## src/rtl/bcd_disp_if.sv

```systemverilog
// Valid/ready input channel for bcd_disp_loader: binary value plus its
// leading-zero blanking request.
`timescale 1ns/1ps
interface bcd_disp_if #(
  parameter int BIN_W = 27
);
  logic [BIN_W-1:0] in_data;
  logic             in_valid;
  logic             in_ready;
  logic             in_blank_lz;

  modport master (output in_data, output in_valid, output in_blank_lz, input in_ready);
  modport slave  (input in_data, input in_valid, input in_blank_lz, output in_ready);
endinterface

```

## src/rtl/bcd_disp_loader.sv

```systemverilog
// Binary-to-BCD loader for an 8-digit 7-segment scanner: sequential double-dabble
// conversion into a double-buffered display register with blanking and overflow marking.
`timescale 1ns/1ps
module bcd_disp_loader #(
  parameter int DIGITS = 8,
  parameter int BIN_W  = 27
) (
  input  logic                       clk,
  input  logic                       rst,
  bcd_disp_if.slave                  in_if,
  input  logic [$clog2(DIGITS)-1:0]  rd_sel,
  output logic [3:0]                 rd_digit,
  output logic                       rd_blank,
  output logic                       busy,
  output logic                       done,
  output logic                       ovf
);
  localparam int W     = 4 * DIGITS;
  localparam int CNT_W = $clog2(BIN_W + 1);

  function automatic logic [63:0] pow10(input int n);
    logic [63:0] p;
    p = 64'd1;
    for (int i = 0; i < n; i++) begin
      p = p * 64'd10;
    end
    return p;
  endfunction

  // Double-dabble correction: any nibble >= 5 gets +3 before the shift.
  function automatic logic [W-1:0] add3(input logic [W-1:0] v);
    logic [W-1:0] r;
    logic [3:0]   nib;
    r = '0;
    for (int i = 0; i < DIGITS; i++) begin
      nib = v[4*i +: 4];
      r[4*i +: 4] = (nib >= 4'd5) ? (nib + 4'd3) : nib;
    end
    return r;
  endfunction

  function automatic logic [DIGITS-1:0] lz_flags(input logic [W-1:0] v, input logic en);
    logic [DIGITS-1:0] f;
    logic              zero_run;
    f        = '0;
    zero_run = en;
    for (int i = DIGITS - 1; i >= 1; i--) begin
      zero_run = zero_run & (v[4*i +: 4] == 4'd0);
      f[i]     = zero_run;
    end
    return f;
  endfunction

  localparam logic [63:0] MAX_VAL = pow10(DIGITS) - 64'd1;

  typedef enum logic [1:0] {IDLE = 2'd0, CONV = 2'd1, LOAD = 2'd2} state_t;

  state_t            state_r;
  logic [BIN_W-1:0]  bin_r;
  logic [W-1:0]      bcd_r;
  logic [CNT_W-1:0]  cnt_r;
  logic              lz_r;
  logic              ovf_pend_r;
  logic [W-1:0]      disp_r;
  logic [DIGITS-1:0] blank_r;
  logic              ovf_r;
  logic              done_r;
  logic              ready_r;
  logic              busy_r;
  logic [W-1:0]      adj_s;
  logic [W-1:0]      step_bcd_s;

  // One double-dabble step on the working register.
  always_comb begin
    adj_s      = add3(bcd_r);
    step_bcd_s = {adj_s[W-2:0], bin_r[BIN_W-1]};
  end

  // Control FSM, conversion datapath and display buffer update.
  always_ff @(posedge clk or negedge rst) begin
    if (!rst) begin
      state_r    <= IDLE;
      bin_r      <= '0;
      bcd_r      <= '0;
      cnt_r      <= '0;
      lz_r       <= 1'b0;
      ovf_pend_r <= 1'b0;
      disp_r     <= '0;
      blank_r    <= '0;
      ovf_r      <= 1'b0;
      done_r     <= 1'b0;
      ready_r    <= 1'b1;
      busy_r     <= 1'b0;
    end else begin
      case (state_r)
        IDLE: begin
          done_r <= 1'b0;
          if (in_if.in_valid && ready_r) begin
            bin_r      <= in_if.in_data;
            lz_r       <= in_if.in_blank_lz;
            ovf_pend_r <= ({{(64-BIN_W){1'b0}}, in_if.in_data} > MAX_VAL);
            bcd_r      <= '0;
            cnt_r      <= CNT_W'(BIN_W);
            state_r    <= CONV;
            ready_r    <= 1'b0;
            busy_r     <= 1'b1;
          end
        end
        CONV: begin
          done_r <= 1'b0;
          bcd_r  <= step_bcd_s;
          bin_r  <= {bin_r[BIN_W-2:0], 1'b0};
          cnt_r  <= cnt_r - CNT_W'(1);
          if (cnt_r == CNT_W'(1)) begin
            state_r <= LOAD;
          end
        end
        LOAD: begin
          // Overflowed values are shown as a full row of 'E' with no blanking.
          if (ovf_pend_r) begin
            disp_r  <= {DIGITS{4'hE}};
            blank_r <= '0;
            ovf_r   <= 1'b1;
          end else begin
            disp_r  <= bcd_r;
            blank_r <= lz_flags(bcd_r, lz_r);
            ovf_r   <= 1'b0;
          end
          done_r  <= 1'b1;
          state_r <= IDLE;
          ready_r <= 1'b1;
          busy_r  <= 1'b0;
        end
        default: begin
          state_r <= IDLE;
          done_r  <= 1'b0;
          ready_r <= 1'b1;
          busy_r  <= 1'b0;
        end
      endcase
    end
  end

  // Scanner read port; indices beyond the digit count read as a dark zero.
  always_comb begin
    rd_digit = 4'd0;
    rd_blank = 1'b1;
    if (int'(rd_sel) < DIGITS) begin
      rd_digit = disp_r[4*int'(rd_sel) +: 4];
      rd_blank = blank_r[rd_sel];
    end else begin
      rd_digit = 4'd0;
      rd_blank = 1'b1;
    end
  end

  assign in_if.in_ready = ready_r;
  assign busy           = busy_r;
  assign done           = done_r;
  assign ovf            = ovf_r;
endmodule

```

## src/flat_wrapper.sv

```systemverilog
// flat-port wrapper written by rule: the top's interface ports become plain ports
module bcd_disp_loader_flat 
#(
  parameter int DIGITS = 8,
  parameter int BIN_W  = 27
)
  (clk, rst, rd_sel, rd_digit, rd_blank, busy, done, ovf, in_if_in_data, in_if_in_valid, in_if_in_blank_lz, in_if_in_ready);
  bcd_disp_if #(.BIN_W(BIN_W)) in_if_i ();
  input  logic clk;
  input  logic rst;
  input  logic [$clog2(DIGITS)-1:0] rd_sel;
  output logic [3:0] rd_digit;
  output logic rd_blank;
  output logic busy;
  output logic done;
  output logic ovf;
  input wire logic [$bits(in_if_i.in_data)-1:0] in_if_in_data;
  input wire logic [$bits(in_if_i.in_valid)-1:0] in_if_in_valid;
  input wire logic [$bits(in_if_i.in_blank_lz)-1:0] in_if_in_blank_lz;
  output wire logic [$bits(in_if_i.in_ready)-1:0] in_if_in_ready;
  assign in_if_i.in_data = in_if_in_data;
  assign in_if_i.in_valid = in_if_in_valid;
  assign in_if_i.in_blank_lz = in_if_in_blank_lz;
  assign in_if_in_ready = in_if_i.in_ready;
  bcd_disp_loader #(.DIGITS(DIGITS), .BIN_W(BIN_W)) u_core (.clk(clk), .rst(rst), .in_if(in_if_i), .rd_sel(rd_sel), .rd_digit(rd_digit), .rd_blank(rd_blank), .busy(busy), .done(done), .ovf(ovf));
endmodule
```

## config.mk

```make
export PLATFORM = sky130hd
export DESIGN_NAME = bcd_disp_loader_flat
export DESIGN_NICKNAME = d
export VERILOG_FILES = /design/src/rtl/bcd_disp_if.sv /design/src/rtl/bcd_disp_loader.sv /design/src/flat_wrapper.sv
export SDC_FILE = /design/constraint.sdc
export NUM_CORES = 1
export LEC_CHECK = 0
export CAP_MARGIN = 0
export CELL_PAD_IN_SITES_DETAIL_PLACEMENT = 1
export CELL_PAD_IN_SITES_GLOBAL_PLACEMENT = 1
export CORE_ASPECT_RATIO = 1.1
export CORE_MARGIN = 3
export CORE_UTILIZATION = 46
export DETAILED_ROUTE_END_ITERATION = 8
export PLACE_DENSITY = 0.78
export SLEW_MARGIN = 20
export SYNTH_ARGS = -nofsm -noshare
export SYNTH_HDL_FRONTEND = slang
export SYNTH_SLANG_ARGS = --single-unit
```

## constraint.sdc

```tcl
create_clock -name clk -period 2.7 [get_ports clk]
set_input_delay 0.81 -clock clk [delete_from_list [all_inputs] [get_ports clk]]
set_output_delay 0.81 -clock clk [all_outputs]
set_load 0.01 [all_outputs]
```

After elaboration in Yosys (flattened, before gate mapping)
Index checks and enable logic that the tools add are counted.

word-level totals
  register bits after elaboration = 112
  input port bits = 34
  output and inout bits = 9
  logic and storage cells = 86

cells by class
  add/subtract/negate cells = 9
  magnitude comparators = 10
  eq/ne operators = 5
  shift operators = 1
  muxes and demuxes = 27
  bitwise gates (word level) = 8
  reductions and logical operators = 14

operators with widths
  operator                                                            number
  two-way mux 32 bit                                                  2
  case mux 32 bit (2 select lines)                                    1
  case mux 27 bit (2 select lines)                                    1
  greater-or-equal comparator 4 x 3 -> 1 bit (second input constant)  8
  variable part select 32 x 6 -> 4 bit                                1
  adder 4 x 2 -> 4 bit (second input constant)                        7
  logical NOT 4 bit                                                   7
  two-way mux 4 bit                                                   7
  > comparator 27 bit (second input constant)                         1
  two-way mux 27 bit                                                  1
  case mux 5 bit (2 select lines)                                     1
  two-way mux 8 bit                                                   1
  AND reduction 2 bit                                                 4
  bitwise AND 1 bit                                                   7
  == test 5 x 1 -> 1 bit (second input constant)                      1
  two-way mux 1 bit                                                   5
  two-way mux 5 bit                                                   1
  subtractor 5 x 1 -> 5 bit (second input constant)                   1
  less-than comparator 3 x 4 -> 1 bit (second input constant)         1
  two-way mux 2 bit                                                   2
  != test 2 x 1 -> 1 bit (second input constant)                      2
  case mux 1 bit (2 select lines)                                     2
  case mux 2 bit (2 select lines)                                     1
  adder 3 x 2 -> 3 bit (second input constant)                        1
  other kinds (8)                                                     8

Depth between registers and ports, before layout
Gate-level depths: netlist of run 1.

  depth in word-level cells = 9
  depth in mapped cells = 6
  mapped depth without buffers = 6

Worst setup path after synthesis of run 1
Ideal clock, no wire load.

  path type = input to output
  start = input port rd_sel[0]
  end = output port rd_digit[2]
  arrival = 1,778 ps
  data required time = 1,890 ps
  setup slack = 112 ps
  stages on the path = 3
  path buffers = 1
  path through = buf_4 mux4_2 mux2_2

between the ends
  longest elaborated chain between the ends = 1

RTL lines
  element                               line                    RTL
  start: declaration                    flat_wrapper.sv:11      input logic [$clog2(DIGITS)-1:0] rd_sel;
  variable part select 32 x 6 -> 4 bit  bcd_disp_loader.sv:149  rd_digit = disp_r[4*int'(rd_sel) +: 4];
  end: declaration                      flat_wrapper.sv:12      output logic [3:0] rd_digit;

No other way between the ends.

Final worst setup path of run 1
Same ends and word-level chain as after synthesis.

==> results.yml, run 1 <==
cells_and_area:
  design_area_mm2: 0.00655
  utilization: 0.562
  final_cell_count_no_fill: 748
  layout.nets: 653
  area_growth_pct: 17.5
  antennaDiodeCount: 0
  layout-drive-gt1-share: 0.112
die:
  die_y_um: 121
  die_area_mm2: 0.0135
  core_area_mm2: 0.0116
  start_util: 0.479
  row_count: 41
  die_w_um: 111
  boundaryPins: 43
clock_tree:
  clk_pin_slew_ns: 0.07
  cts_tree: "yes"
  clk_path_buf_depth: 2
  clock_sinks: 111
  clock-root-buffer: "clkbuf_16"
  cts_made_buffers: 9
  htreeDepth: 3
  clk_latency_ns: 0.36
synthesis:
  syn-num-nets: 616
  ys_top_cells_by_count: "nand2_1, dfrtp_1, o21ai_0"
  synthCells: 557
  synth-xor-area-share: 0.0157
  syn_avg_cell_area_um2: 10.0
  synth_top_family_by_area: "simple AND/OR/NAND/NOR gates"
  yosys.area.top_type: "dfrtp_1"
  synth_edf_count: 0
  ys_seq_elements: 111
  netlist.area_leader.share: 0.494
  synthArstFlopShare: 1.00
  yosys.area_share.adder: 0.0561
  yosys_warnings: 0
  synth-simple-area-share: 0.165
  synth_area_mm2: 0.00558
  synthFlopType: "dfrtp_1"
  ys_seq_area_frac: 0.498
  yosysMostFrequentCell: "nand2_1"
  yosysUniqueCellTypes: 47
  synth_compound_area_frac: 0.158
  muxShareOfSynthArea: 0.0640
  ys_top_cells_by_area: "dfrtp_1, nand2_1, ha_1"
sta:
  fin_ws_ns: -0.0383
  relSlewSlack: 0.504
  final.period_utilization: 1.01
  skew_ns: 0.00794
  rsz0062_at_grt: "yes"
  maxSlewViolCount: 0
  fmaxAchievable_mhz: 365
  tightest_slew_ns: 0.744
  setup_viol: 4
  min_period_ns: 2.74
  hold_violations: 0
drt:
  drt_iter0_drc: 174
  dr.pass1.iters: 4
  routed_wirelength_mm: 13.9
  routed_via_density: 5.75
  final_antenna_net_count: 0
  num_vias: 4302
  wire_per_inst_um: 18.6
  route.detailed.drc: 0
grt:
  antenna_found_initial: 0
  grt_start_max_net_pins: 47
  overflow: 0
  track_usage: 0.218
  grt_pass1_vias: 4582
  grt_first_pass_wirelength_mm: 23.3
placement:
  dp.cells: 731
  hpwl_mm: 9.79
  port-buffer-count: 42
  place.gp.congestion: 0.818
  placed_area_mm2: 0.00620
setup_path:
  crit_arrival_ns: 1.93
  worstSetupPathType: "input port to primary output"
  r2r-end: "u_core.blank_r[1]$_DFFE_PN0P_"
  end_kind: "primary output"
  required_ns: 1.89
  startpoint_type: "input port"
  r2r-start: "u_core.bcd_r[24]$_DFFE_PN0P_"
  critPathMaxFanout: 5
  reg2reg_depth: 6
  r2r_setup_slack_ns: 0.73
pwr:
  cellPowerDensity_mw_per_mm2: 1030
  ir_drop_mv: 0.373
  p_sw_frac: 0.387
  clockPowerShare: 0.203
  power_mw: 6.73
  comb_power_share: 0.383
  pwr-share-seq: 0.415
  p_leak_nw: 3.05
  intPower_mw: 4.13
  p_sw_mw: 2.61
min_path:
  hp-class: "input port to asynchronous set/reset pin"
job:
  maxCapViolCount: 0
outcome:
  outcome: "complete, but fails checks"
  violations: "setup timing"
-- metal layers --
layer,GRT usage,share of wire,vias to the layer above
li1,-,-,2031
met1,0.278,0.45,2180
met2,0.378,0.51,77
met3,0.0309,0.030,14
met4,0.0816,0.018,0
met5,0,0,-
-- worst max-delay path, cell delays in order --
cell and delay [ns]:
buf_8 0.09, buf_12 0.11, mux4_2 0.50, mux2_4 0.29
buf_6 0.12
-- repair_timing --
action / CTS / global route
resized for setup: 37 / 2
setup endpoints to repair: 5 / 5
setup buffers: 1 / 0
hold buffers: 0 / 0
gates cloned: 1 / 0
pin swaps: 0 / 0
-- metrics by stage --
step	setup WS [ns]	TNS [ns]	hold slack [ns]
2_1_floorplan	0.112	0	0.433
3_3_place_gp	-0.816	-3.92	0.456
3_5_place_dp	-0.867	-4.04	0.459
4_1_cts	-0.0485	-0.123	0.430
5_1_grt	-0.0645	-0.216	0.451
6_report	-0.0383	-0.110	0.421
-- state kept, by name (all words and copies together), names as in the netlist --
register,count
u_core.lz_r,1
u_core.done,1
u_core.bcd_r,32
u_core.busy,1
u_core.cnt_r,5
u_core.bin_r,27
u_core.ovf_pend_r,1
u_core.state_r,2
u_core.in_if.in_ready,1
u_core.disp_r,32
u_core.ovf,1
u_core.blank_r,7
-- area by class of cell --
| cell class | instances | area [um2] |
|---|---|---|
| tap | 150 | 188 |
| timing repair buffer | 60 | 629 |
| inverter | 20 | 75.1 |
| fill | 1281 | 5100 |
| clock buffer | 11 | 253 |
| multi-input combinational | 392 | 2580 |
| clock inverter | 4 | 45.0 |
| sequential | 111 | 2780 |
-- logic make-up (layout without fill, tap and decap cells) --
group                    after synthesis  in the layout
multiplexers                          23             23
AO/OA/AOI/OAI                        137            137
buffers and inverters                 54             95
AND/OR/NAND/NOR                      197            197
adder cells (fa/ha/maj)               25             25
XOR/XNOR                              10             10
flip-flops                           111            111
-- how the worst max path moves through the flow --
| stage | end | slack [ns] | cells past startpoint | startpoint |
|---|---|---|---|---|
| 2_1_floorplan | rd_digit[2] | 0.11 | 3 | rd_sel[0] |
| 3_3_place_gp | rd_digit[1] | -0.82 | 5 | rd_sel[0] |
| 3_5_place_dp | rd_digit[2] | -0.87 | 5 | rd_sel[0] |
| 4_1_cts | rd_digit[2] | -0.05 | 5 | rd_sel[0] |
| 5_1_grt | rd_digit[2] | -0.06 | 5 | rd_sel[0] |
| 6_report | rd_digit[2] | -0.04 | 5 | rd_sel[0] |
-- layout by cell type (no fill, tap or decap), types with 3 or more instances in the layout --
cell type,Yosys,final
xnor2_1,9,9
nor3_1,3,3
nand2b_1,10,9
clkdlybuf4s50_1,0,33
nor3b_1,5,5
inv_1,20,20
ha_1,25,25
mux2_4,0,3
a21oi_1,15,15
a32o_1,8,8
clkinv_2,0,3
mux2_2,11,8
nand4_1,3,3
mux2i_1,3,3
mux4_2,9,9
nand2_1,131,131
o21ai_0,49,49
buf_12,0,4
buf_4,3,15
clkbuf_16,0,9
nor2_1,7,7
buf_6,0,4
o21ai_1,4,4
dfrtp_1,110,110
a22oi_1,26,26
nand3_1,23,23
o31ai_1,22,22
o211ai_1,4,4
-- power by group through the flow --
stage / logic, mW / registers, mW / clock network, mW
6_report: 2.58 / 2.79 / 1.36
5_1_grt: 2.94 / 2.88 / 1.46
4_1_cts: 2.61 / 2.79 / 1.39
3_5_place_dp: 2.57 / 2.81 / 0
3_3_place_gp: 2.40 / 2.78 / 0
2_1_floorplan: 1.89 / 2.62 / 0
Power figures use the tool's default switching activity.
==> run 2, diff against run 1 <==
--- a/config.mk
+++ b/config.mk
@@ -6,13 +6,12 @@
 export NUM_CORES = 1
 export LEC_CHECK = 0
 export CAP_MARGIN = 0
-export CELL_PAD_IN_SITES_DETAIL_PLACEMENT = 1
-export CELL_PAD_IN_SITES_GLOBAL_PLACEMENT = 1
 export CORE_ASPECT_RATIO = 1.1
 export CORE_MARGIN = 3
-export CORE_UTILIZATION = 46
+export CORE_UTILIZATION = 50
 export DETAILED_ROUTE_END_ITERATION = 8
-export PLACE_DENSITY = 0.78
+export PLACE_DENSITY = 0.68
+export RECOVER_POWER = 100
 export SLEW_MARGIN = 20
 export SYNTH_ARGS = -nofsm -noshare
 export SYNTH_HDL_FRONTEND = slang
==> run 2 against run 1 <==
  * The run ends with capacitance limit, slew limit, setup timing left
  * Maximum frequency increased by 0.66%
  * Global-route usage decreased by 0.87 points
  * Critical path depth unchanged
  * Clock skew decreased by 0.0026 ns
  * Core utilization increased by 4.6 points
  * First-iteration DRC count increased by 27%
  * Sequential cell count unchanged
  * Total power decreased by 2.5%
  * Register-to-register slack got worse by 0.46 ns
  * Critical endpoint is now rd_digit[3]
  * Highest routed layer unchanged
==> results.yml, run 2 (synthesis gave the netlist of run 1 again) <==
outcome:
  outcome: "complete, but fails checks"
  violations: "capacitance limit, slew limit, setup timing"
sta:
  min_period_ns: 2.72
  rsz0062_at_grt: "yes"
  setup_viol: 4
  skew_ns: 0.00536
  relSlewSlack: -0.284
  final.period_utilization: 1.01
  hold_violations: 0
  maxSlewViolCount: 34
  tightest_slew_ns: 1.93
  fmaxAchievable_mhz: 368
  whs_ns: 0.468
  fin_ws_ns: -0.0204
grt:
  grt_start_max_net_pins: 57
  grt_use_met1: 0.283
  grt_pass1_vias: 4222
  antenna_found_initial: 0
  track_usage: 0.209
  use_met3: 0.0464
  grt_first_pass_wirelength_mm: 20.6
  overflow: 0
  top_usage_layer: "met2"
  met2_usage: 0.334
clock_tree:
  cts_made_buffers: 9
  htreeDepth: 3
  clk_latency_ns: 0.35
  clock-root-buffer: "clkbuf_16"
  clk_pin_slew_ns: 0.07
  postCtsSetupBuffers: 0
  cts_tree: "yes"
  clock_sinks: 111
  clk_path_buf_depth: 2
cells_and_area:
  final_cell_count_no_fill: 745
  area_growth_pct: 16.1
  final_cell_mix: "nand2_1, dfrtp_1, o21ai_0"
  layout.nets: 656
  reg.largest.list: "u_core.bcd_r: 32 flops, u_core.disp_r: 32 flops, u_core.bin_r: 27 flops"
  layout-drive-gt1-share: 0.108
  layout_commonest_cell: "nand2_1"
  antennaDiodeCount: 0
  utilization: 0.608
setup_path:
  max_stage_delay_ns: 0.50
  startpoint_type: "input port"
  cpLargestDelayFamily: "multiplexers"
  crit_top_cell: "buf_8"
  cp_slowest_cell: "mux4_2"
  critPathMaxFanout: 6
  end_kind: "primary output"
  path_cells: "buf_8, buf_8, mux4_2, mux2_4, buf_6"
  worstSetupPathType: "input port to primary output"
  required_ns: 1.89
  r2r-start: "u_core.state_r[0]$_DFFE_PN0P_"
  critPathBufInv: 3
  crit_arrival_ns: 1.91
  setup.worst_path.start: "rd_sel[0]"
pwr:
  ir_drop_mv: 0.414
  power_mw: 6.57
  p_sw_mw: 2.49
  clockPowerShare: 0.205
  comb_power_share: 0.372
  p_leak_nw: 3.03
  cellPowerDensity_mw_per_mm2: 1010
  intPower_mw: 4.08
  pwr-share-seq: 0.422
  p_sw_frac: 0.379
die:
  boundaryPins: 43
  die_y_um: 117
  row_count: 39
  start_util: 0.524
  core_area_mm2: 0.0106
  die_w_um: 107
  die_area_mm2: 0.0125
drt:
  num_vias: 4223
  final_antenna_net_count: 0
  drt_iter0_drc: 221
  wire_per_inst_um: 16.4
  dr.pass1.iters: 4
  routed_wirelength_mm: 12.2
  route.detailed.drc: 0
  routed_via_density: 5.67
min_path:
  hp-start: "u_core.ovf$_DFFE_PN0P_"
  hp-class: "flop to flop"
placement:
  port-buffer-count: 42
  hpwl_mm: 8.41
  dp.cells: 729
  place.gp.congestion: 0.827
job:
  maxCapViolCount: 1
-- run 2: cell types whose count changed in the layout (fill, tap and decap cells not counted), sizes merged --
cell	delta
clkbuf	+11
buf	-7
clkdlybuf4s50	-6
dlygate4sd3	+6
clkdlybuf4s15	-1
clkinv	-1
clkinvlp	+1
inv	+1
-- run 2: path summary, 6_finish.rpt --
kind                                                  to  slack [ns]  cells after the start
min reg2reg                       u_core.ovf$_DFFE_PN0P_        0.47                      2
max in group asynchronous   u_core.bin_r[24]$_DFFE_PN0P_        0.36                      2
min                               u_core.ovf$_DFFE_PN0P_        0.47                      2
min in group asynchronous  u_core.disp_r[27]$_DFFE_PN0P_        0.98                      1
max reg2reg                u_core.disp_r[27]$_DFFE_PN0P_        0.27                      4
max                                          rd_digit[3]       -0.02                      5
-- run 2: final cells by class --
class / instances / area (um2)
Fill cell: 945 / 4170
Sequential cell: 111 / 2780
Multi-Input combinational cell: 392 / 2570
Timing Repair Buffer: 63 / 572
Clock buffer: 11 / 243
Tap cell: 143 / 179
Inverter: 20 / 75.1
Clock inverter: 5 / 56.3
-- run 2: timing repair --
action,in CTS,in global routing
gates resized for setup,36,4
endpoints found under the setup margin,5,5
pin swaps,0,0
endpoints found under the hold margin,0,0
hold buffers,0,0
-- run 2: tightest hold or removal path, cell delays in order (launching register included) --
cell	delay (ns)
dfrtp_1	0.34
nand2_1	0.05
nand2_1	0.05
-- run 2: per-stage QoR --
stage	instance area (um2)	setup WS, ns	TNS, ns
after global routing	6470	-0.0576	-0.183
after detailed placement	6190	-0.841	-3.99
after floorplan	5580	0.112	0
final	6470	-0.0204	-0.0538
after CTS	6510	-0.0252	-0.0889
after global placement	6190	-0.817	-3.86
-- run 2: power groups by stage --
| stage | clock [mW] | sequential [mW] | combinational (mW) |
|---|---|---|---|
| floorplan | 0 | 2.62 | 1.89 |
| global placement | 0 | 2.77 | 2.38 |
| detailed placement | 0 | 2.79 | 2.48 |
| CTS | 1.38 | 2.76 | 2.51 |
| global route | 1.44 | 2.85 | 2.80 |
| finish | 1.35 | 2.77 | 2.45 |
-- run 2: layer usage --
metal  share of wire  up-vias
li1                -     2041
met1            0.46     2054
met2            0.47      112
met3           0.051       16
met4           0.016        0
met5               0        -
==> run 3, diff against run 2 <==
--- a/config.mk
+++ b/config.mk
@@ -10,7 +10,8 @@
 export CORE_MARGIN = 3
 export CORE_UTILIZATION = 50
 export DETAILED_ROUTE_END_ITERATION = 8
-export PLACE_DENSITY = 0.68
+export DONT_BUFFER_PORTS = 1
+export PLACE_DENSITY = 0.63
 export RECOVER_POWER = 100
 export SLEW_MARGIN = 20
 export SYNTH_ARGS = -nofsm -noshare
==> constraint.sdc (replaced) <==
create_clock -name clk -period 2.7 [get_ports clk]
set_input_delay 0.81 -clock clk [delete_from_list [all_inputs] [get_ports clk]]
set_output_delay 0.81 -clock clk [all_outputs]
set_load 0.02 [all_outputs]
==> run 3 against run 2 <==
  * The flow now finishes without violations
  * Global-route usage fell by 1.0 points
  * Die area unchanged
  * Sequential share of layout area rose by 4.0 points
  * Sequential cell count unchanged
  * Critical path depth shrank 3
  * Cell area decreased by 8.5%
  * Critical endpoint is now rd_digit[2]
  * Largest cell class unchanged
==> results.yml, run 3 (synthesis gave the netlist of run 1 again) <==
setup_path:
  cpLargestDelayFamily: "multiplexers"
  startpoint_type: "input port"
  critPathMaxFanout: 10
  worstSetupPathType: "input port to primary output"
  cp_slowest_cell: "mux4_2"
  r2r_setup_slack_ns: 0.47
  required_ns: 1.89
  path_cells: "mux4_2, mux2_1"
  max_stage_delay_ns: 0.48
  critPathBufInv: 0
  end_kind: "primary output"
  crit_arrival_ns: 1.70
outcome:
  outcome: "complete, no violations"
drt:
  routed_via_density: 5.80
  routed_wirelength_mm: 11.6
  dr.pass1.iters: 4
  route.detailed.drc: 0
  num_vias: 3999
  drt_iter0_drc: 223
  final_antenna_net_count: 0
  wire_per_inst_um: 16.9
min_path:
  hp-class: "input port to asynchronous set/reset pin"
clock_tree:
  clk_pin_slew_ns: 0.07
  postCtsSetupBuffers: 0
  cts_tree: "yes"
  ctsResizeCount: 0
  cts_hold_buf: 0
  clock-root-buffer: "clkbuf_16"
  htreeDepth: 3
  cts_made_buffers: 9
  clk_path_buf_depth: 2
  clock_sinks: 111
  clk_latency_ns: 0.35
cells_and_area:
  design_area_mm2: 0.00592
  layout_commonest_cell: "nand2_1"
  area_growth_pct: 6.24
  antennaDiodeCount: 0
  layout-drive-gt1-share: 0.0731
  layout.nets: 601
  final_cell_mix: "nand2_1, dfrtp_1, o21ai_0"
  reg.largest.list: "u_core.bcd_r: 32 flops, u_core.disp_r: 32 flops, u_core.bin_r: 27 flops"
sta:
  rsz0062_at_grt: "no"
  min_period_ns: 2.51
  maxSlewViolCount: 0
  tightest_slew_ns: 1.42
  tns_ns: 0
  fmaxAchievable_mhz: 398
  hold_violations: 0
  final.period_utilization: 0.931
  relSlewSlack: 0.0512
  setup_viol: 0
  skew_ns: 0.00665
die:
  die_w_um: 107
  die_area_mm2: 0.0125
  start_util: 0.524
  core_area_mm2: 0.0106
  die_y_um: 117
  row_count: 39
  boundaryPins: 43
grt:
  grt_first_pass_wirelength_mm: 19.7
  grt_pass1_vias: 3995
  track_usage: 0.199
  grt_start_max_net_pins: 112
  antenna_found_initial: 0
  overflow: 0
pwr:
  p_leak_nw: 2.77
  ir_drop_mv: 0.510
  power_mw: 6.39
  cellPowerDensity_mw_per_mm2: 1080
placement:
  place.gp.congestion: 0.795
  placed_area_mm2: 0.00566
  port-buffer-count: 0
  hpwl_mm: 7.86
job:
  maxCapViolCount: 0
==> run 3: cell types whose count changed in the layout (fill, tap and decap cells not counted), sizes merged <==
cell / previous run / this run
clkbuf: 22 / 18
dlygate4sd3: 6 / 0
clkdlybuf4s50: 27 / 0
clkinvlp: 1 / 0
inv: 21 / 20
dlygate4sd2: 1 / 0
buf: 18 / 3
==> run 3: report_power, final <==
group / internal, mW / total (mW) / leakage [nW] / switching, mW
Sequential: 2.25 / 2.79 / 1.41 / 0.536
Clock: 0.793 / 1.38 / 0.156 / 0.589
Combinational: 0.930 / 2.22 / 1.21 / 1.29
Total: 3.97 / 6.39 / 2.77 / 2.41
==> run 3: area by class of cell <==
cell class | count | area [um2]
clock inverters | 3 | 40.0
inverters | 20 | 75.1
multi-input cells | 392 | 2530
clock buffers | 13 | 270
flip-flops and latches | 111 | 2780
fillers | 1001 | 4710
well taps | 143 | 179
repair buffers | 8 | 45.0
==> run 3: metrics by stage <==
| step | cells | worst slack (ns) | utilization | hold WS [ns] |
|---|---|---|---|---|
| final | 690 | 0.187 | 0.557 | 0.152 |
| after global routing | 690 | 0.179 | 0.557 | 0.139 |
| after CTS | 690 | 0.255 | 0.561 | 0.143 |
| after detailed placement | 674 | 0.254 | 0.532 | 0.452 |
| after global placement | 674 | 0.276 | 0.532 | 0.458 |
| after floorplan | 557 | 0.0821 | - | 0.433 |
==> run 3: path summary, 6_finish.rpt <==
check | from | endpoint | cells past startpoint
worst max-delay path | rd_sel[0] | rd_digit[2] | 2
worst min-delay path | rst | u_core.disp_r[21]$_DFFE_PN0P_ | 0
worst max register to register | u_core.in_if.in_ready$_DFFE_PN1P_ | u_core.bin_r[20]$_DFFE_PN0P_ | 5
worst min register to register | u_core.disp_r[10]$_DFFE_PN0P_ | u_core.disp_r[10]$_DFFE_PN0P_ | 2
max in group asynchronous | rst | u_core.in_if.in_ready$_DFFE_PN1P_ | 0
min in group clk | u_core.disp_r[10]$_DFFE_PN0P_ | u_core.disp_r[10]$_DFFE_PN0P_ | 2
==> run 3: routing by layer <==
layer / wire length (um) / global-route usage / vias to the layer above / share of wire
li1: - / - / 1937 / -
met1: 5400 / 0.269 / 1961 / 0.46
met2: 5440 / 0.319 / 85 / 0.47
met3: 613 / 0.0470 / 16 / 0.053
met4: 176 / 0.0665 / 0 / 0.015
met5: 0 / 0 / - / 0
